==> src/rtl/image_pixel_streamer.sv <==
// ---------------------------------------------------------------------------
// image_pixel_streamer
// Frame source for the three-channel line-buffer/window stage. On start it
// walks one image_size x image_size RGB frame in raster order through an
// external synchronous pixel memory and presents one pixel per cycle, with
// wr_en, to the window stage. Downstream back-pressure (hold) pauses new reads.
// No border padding is added here; that is done by the window stage.
//
// Ports
//   clk                 rising-edge clock
//   rst                 asynchronous reset, active low
//   start               1-cycle pulse, accepted only in IDLE
//   hold                1 = issue no new memory reads
//   base_addr           frame start address, sampled on accepted start
//   mem_rd_en/mem_addr  memory read strobe and address
//   mem_rdataR/G/B      memory read data, valid 1 cycle after mem_rd_en
//   input_pixelR/G/B    registered pixel to the window stage (signed samples)
//   wr_en               1 = input_pixelR/G/B valid this cycle
//   busy                1 from the cycle after accepted start through DONE
//   frame_done          1-cycle pulse the cycle after the last pixel's wr_en
//
// state  | meaning
// IDLE   | waiting for start
// STREAM | issuing one read per cycle unless hold
// DRAIN  | all reads issued, waiting for the last read data to return
// DONE   | frame_done pulse, back to IDLE next cycle
// ---------------------------------------------------------------------------
module image_pixel_streamer #(
  parameter int image_size = 224,
  parameter int bitsize    = 14,
  parameter int ADDR_WIDTH = 16
) (
  input  logic                  clk,
  input  logic                  rst,
  input  logic                  start,
  input  logic                  hold,
  input  logic [ADDR_WIDTH-1:0] base_addr,
  output logic                  mem_rd_en,
  output logic [ADDR_WIDTH-1:0] mem_addr,
  input  logic [bitsize-1:0]    mem_rdataR,
  input  logic [bitsize-1:0]    mem_rdataG,
  input  logic [bitsize-1:0]    mem_rdataB,
  output logic [bitsize-1:0]    input_pixelR,
  output logic [bitsize-1:0]    input_pixelG,
  output logic [bitsize-1:0]    input_pixelB,
  output logic                  wr_en,
  output logic                  busy,
  output logic                  frame_done
);

  localparam int CW = (image_size > 1) ? $clog2(image_size) : 1;
  localparam logic [CW-1:0] LAST = CW'(image_size - 1);

  typedef enum logic [1:0] {
    IDLE   = 2'd0,
    STREAM = 2'd1,
    DRAIN  = 2'd2,
    DONE   = 2'd3
  } state_e;

  state_e                  state_q, state_d;
  logic [ADDR_WIDTH-1:0]   addr_q;
  logic [CW-1:0]           row_q, col_q;
  logic                    rd_q;     // read issued last cycle: data on mem_rdata* now
  logic                    wr_q;
  logic [bitsize-1:0]      pix_r_q, pix_g_q, pix_b_q;

  logic rd_issue;
  logic last_rd;

  assign rd_issue = (state_q == STREAM) && !hold;
  assign last_rd  = rd_issue && (row_q == LAST) && (col_q == LAST);

  // State register
  always_ff @(posedge clk or negedge rst) begin
    if (!rst) begin
      state_q <= IDLE;
    end else begin
      state_q <= state_d;
    end
  end

  // Next-state logic
  always_comb begin
    state_d = state_q;
    case (state_q)
      IDLE:    if (start)   state_d = STREAM;
      STREAM:  if (last_rd) state_d = DRAIN;
      DRAIN:   if (!rd_q)   state_d = DONE;
      DONE:                 state_d = IDLE;
      default:              state_d = IDLE;
    endcase
  end

  // FSM outputs
  always_comb begin
    mem_rd_en  = rd_issue;
    busy       = (state_q != IDLE);
    frame_done = (state_q == DONE);
  end

  // Address/raster counters and the two-stage read pipeline. The address is
  // a running counter so no row*image_size multiply is needed; it wraps
  // naturally at 2**ADDR_WIDTH.
  always_ff @(posedge clk or negedge rst) begin
    if (!rst) begin
      addr_q  <= '0;
      row_q   <= '0;
      col_q   <= '0;
      rd_q    <= 1'b0;
      wr_q    <= 1'b0;
      pix_r_q <= '0;
      pix_g_q <= '0;
      pix_b_q <= '0;
    end else begin
      if (state_q == IDLE && start) begin
        addr_q <= base_addr;
        row_q  <= '0;
        col_q  <= '0;
      end else if (rd_issue) begin
        addr_q <= addr_q + 1'b1;
        if (col_q == LAST) begin
          col_q <= '0;
          row_q <= row_q + 1'b1;
        end else begin
          col_q <= col_q + 1'b1;
        end
      end
      rd_q <= rd_issue;
      wr_q <= rd_q;
      // Pixels only update on returning data so they hold when wr_en is low.
      if (rd_q) begin
        pix_r_q <= mem_rdataR;
        pix_g_q <= mem_rdataG;
        pix_b_q <= mem_rdataB;
      end
    end
  end

  assign mem_addr     = addr_q;
  assign wr_en        = wr_q;
  assign input_pixelR = pix_r_q;
  assign input_pixelG = pix_g_q;
  assign input_pixelB = pix_b_q;

endmodule

==> config.mk <==
export PLATFORM = sky130hd
export DESIGN_NAME = image_pixel_streamer
export DESIGN_NICKNAME = d
export VERILOG_FILES = /design/src/rtl/image_pixel_streamer.sv
export SDC_FILE = /design/constraint.sdc
export NUM_CORES = 1
export LEC_CHECK = 0
export CORE_UTILIZATION = 49
export CTS_CLUSTER_SIZE = 25
export DETAILED_ROUTE_END_ITERATION = 8
export PLACE_DENSITY = 0.86
export SYNTH_ARGS = -nofsm -noshare
export SYNTH_HDL_FRONTEND = slang
export SYNTH_SLANG_ARGS = --single-unit
==> constraint.sdc <==
create_clock -name clk -period 5.05 [get_ports clk]
set_clock_uncertainty 0.2 [all_clocks]
set_input_delay 0.505 -clock clk [delete_from_list [all_inputs] [get_ports clk]]
set_output_delay 0.505 -clock clk [all_outputs]
set_load 0.02 [all_outputs]
==> metrics.yaml <==
worst_setup_path:
  start_kind: "flop"
  required_ns: 4.35
  cp-end-kind: "output port"
  regToRegSetupSlack_ns: 2.68
  crit_type: "reg -> out"
  cp_max_fo: 11
  cp_data_arrival_time_ns: 2.38
timing:
  setup_viol: 0
  hold_violations: 0
  finalCritPeriodShare_pct: 61.12
  rsz0062_at_grt: "no"
  holdWs_ns: 0.1072
  slew_viol_final: 0
  max_slew_margin_pct: 36.75
  setup_tns_ns: 0
  fin_crit_ns: 3.087
  max_freq_mhz: 324.0
  layout_setup_ws_ns: 1.963
  worstMarginPinSlew_ns: 0.9487
floorplanning:
  core_sq_um: 6944
  ios: 124
  die_area_sq_um: 7717
  start_util_pct: 52.00
  row_count: 30
  fp.dieH_um: 87.85
  die_width_um: 87.85
final_layout:
  num-nets-final: 497
  final_area_sq_um: 5150
  drive_gt1_share_pct: 16.17
  layout_commonest_cell: "clkdlybuf4s50_1"
  syn_to_final_growth_pct: 42.62
  antennaDiodeCount: 0
  mostFrequentLayoutCells: "clkdlybuf4s50_1, dfrtp_1, mux2_2"
  post-route-util_pct: 74.16
  final_cells: 529
flow_run:
  cap_violations: 0
drt:
  remaining_drc_errors: 0
  vias_per_cell: 5.348
  first_pass_iters: 4
  dr.first_iter.drc_count: 128
  drtAntennaViolNets: 0
  routed_wl_um: 8298
  avgRoutedWirePerCell_um: 15.69
  vias: 2829
cts:
  htree_levels: 3
  clk_latency_ns: 0.35
  cts_resized: 0
  hold_buffers: 0
  path_clk_slew_ns: 0.09
  numCtsBuffers: 9
  clock-root-buffer: "clkbuf_8"
  cts_tree: "yes"
  cts.sinks: 78
  post_cts_buffers: 0
  cts_buffer_depth: 2
logic_synthesis:
  syn_area_sq_um: 3611
  syn_avg_cell_area_sq_um: 11.84
  synth-seq-cells: 78
  synth_top_area_share_pct: 54.05
  yosys.area.top_type: "dfrtp_1"
  synth_fp_nets: 374
  synth-seq-area-share_pct: 54.05
  synth.distinct_cells: 41
  synth_cells: 305
  synth_area_leaders: "dfrtp_1, mux2_2, xnor2_1"
  yosys_warnings: 0
power_and_ir_drop:
  cellLeakagePower_nw: 2.143
  total_power_mw: 3.003
  irDropWorstVdd_v: 0.0003090
  pwr_density_cell_nw_per_um2: 583.1
global_route:
  grt_use_total_pct: 22.74
  grt_pass1_wl_um: 13360
  grt_max_degree: 79
  grt_pass1_vias: 2819
  overflow: 0
  antenna_found_initial: 0
placement:
  dpl_cell_area_sq_um: 4907
  place_inst: 513
  place.port_buffers: 123
  place_ws_ns: 2.167
  dp_hpwl_um: 5782
  gp_congestion: 0.8583
hold_path:
  worst_hold_path_type: "in -> async"
run_status:
  status: "completed"
## sequential cells by signal, summed over array words and instances (netlist names)
signal,flops
state_q,2
input_pixelR,14
wr_en,1
col_q,8
rd_q,1
input_pixelB,14
input_pixelG,14
mem_addr,16
row_q,8
## critical path, cell delays in order, from the launching register on
cell	delay, ns
dfrtp_1	0.42
inv_1	0.12
ha_1	0.38
nand2b_2	0.23
inv_2	0.23
clkdlybuf4s50_1	0.64
## routing by layer
metal | wire (um) | GRT usage, % | part of all wire, % | vias up
met2 | 4178 | 37.07 | 50 | 100
li1 | - | - | - | 1327
met3 | 433 | 3.582 | 5.2 | 21
met5 | 0 | 0 | 0 | -
met4 | 223 | 12.97 | 2.7 | 0
met1 | 3462 | 28.93 | 42 | 1381
## worst paths after layout
check | depth (start not counted) | endpoint | start
max in group asynchronous | 1 | rd_q$_DFF_PN0_ | rst
worst max register to register | 6 | mem_addr[13]$_DFFE_PN0P_ | state_q[1]$_DFFE_PN0P_
min in group clk | 1 | input_pixelG[13]$_DFFE_PN0P_ | input_pixelG[13]$_DFFE_PN0P_
worst max-delay path | 5 | mem_rd_en | state_q[1]$_DFFE_PN0P_
worst min-delay path | 1 | input_pixelG[6]$_DFFE_PN0P_ | rst
worst min register to register | 1 | input_pixelG[13]$_DFFE_PN0P_ | input_pixelG[13]$_DFFE_PN0P_
## final cells by class
class                      count  area (sq um)
fill                         467          1794
tap                           96         120.1
multi-input combinational    209          1575
clock buffer                  12         165.2
clock inverter                 4         77.57
sequential                    78          1953
inverter                       6         22.52
timing repair buffer         124          1236
## cell families (layout without fill, tap and decap cells)
kind of cell             Yosys count  count (layout)  synth area share [%]
AND/OR/NAND/NOR                  103             103                 16.29
flip-flops                        78              78                 54.05
multiplexers                      46              46                 14.24
AO/OA/AOI/OAI                     29              29                 4.851
XOR/XNOR                          24              24                 5.821
buffers and inverters             18             146                 2.321
adder cells (fa/ha/maj)            7               7                 2.425
## cell usage after synthesis
| cell | count |
|---|---|
| dfrtp_1 | 78 |
| mux2_2 | 43 |
| nand2_1 | 31 |
| nor2_1 | 21 |
| xnor2_1 | 15 |
| o21ai_0 | 14 |
| clkbuf_1 | 9 |
| nor4_1 | 9 |
| xor2_1 | 9 |
| ha_1 | 7 |
| nand3_1 | 7 |
| a21oi_1 | 5 |
| and3_1 | 5 |
| inv_1 | 5 |
| nand4_1 | 5 |
| nor3_1 | 5 |
| nand4b_1 | 4 |
| a31oi_1 | 3 |
| and4b_1 | 3 |
| mux2i_1 | 3 |
| buf_6 | 2 |
| nor4_4 | 2 |
| o2111ai_1 | 2 |
| a211o_1 | 1 |
| a211oi_1 | 1 |
| a221o_1 | 1 |
| a41o_1 | 1 |
| and2_0 | 1 |
| and2_1 | 1 |
| buf_2 | 1 |
| inv_2 | 1 |
| nand2b_1 | 1 |
| nand2b_2 | 1 |
| nand3_2 | 1 |
| nand3b_1 | 1 |
| nand4_2 | 1 |
| nand4b_4 | 1 |
| nor4_2 | 1 |
| o211ai_1 | 1 |
| or2_1 | 1 |
| or3_1 | 1 |
## power by group
group	internal, mW	total [mW]	switching [mW]	leakage, nW
Sequential	0.873	1.09	0.218	0.959
Combinational	0.715	1.36	0.646	1.06
Clock	0.321	0.551	0.230	0.123
Note: power is estimated with default switching activity, not from simulation.
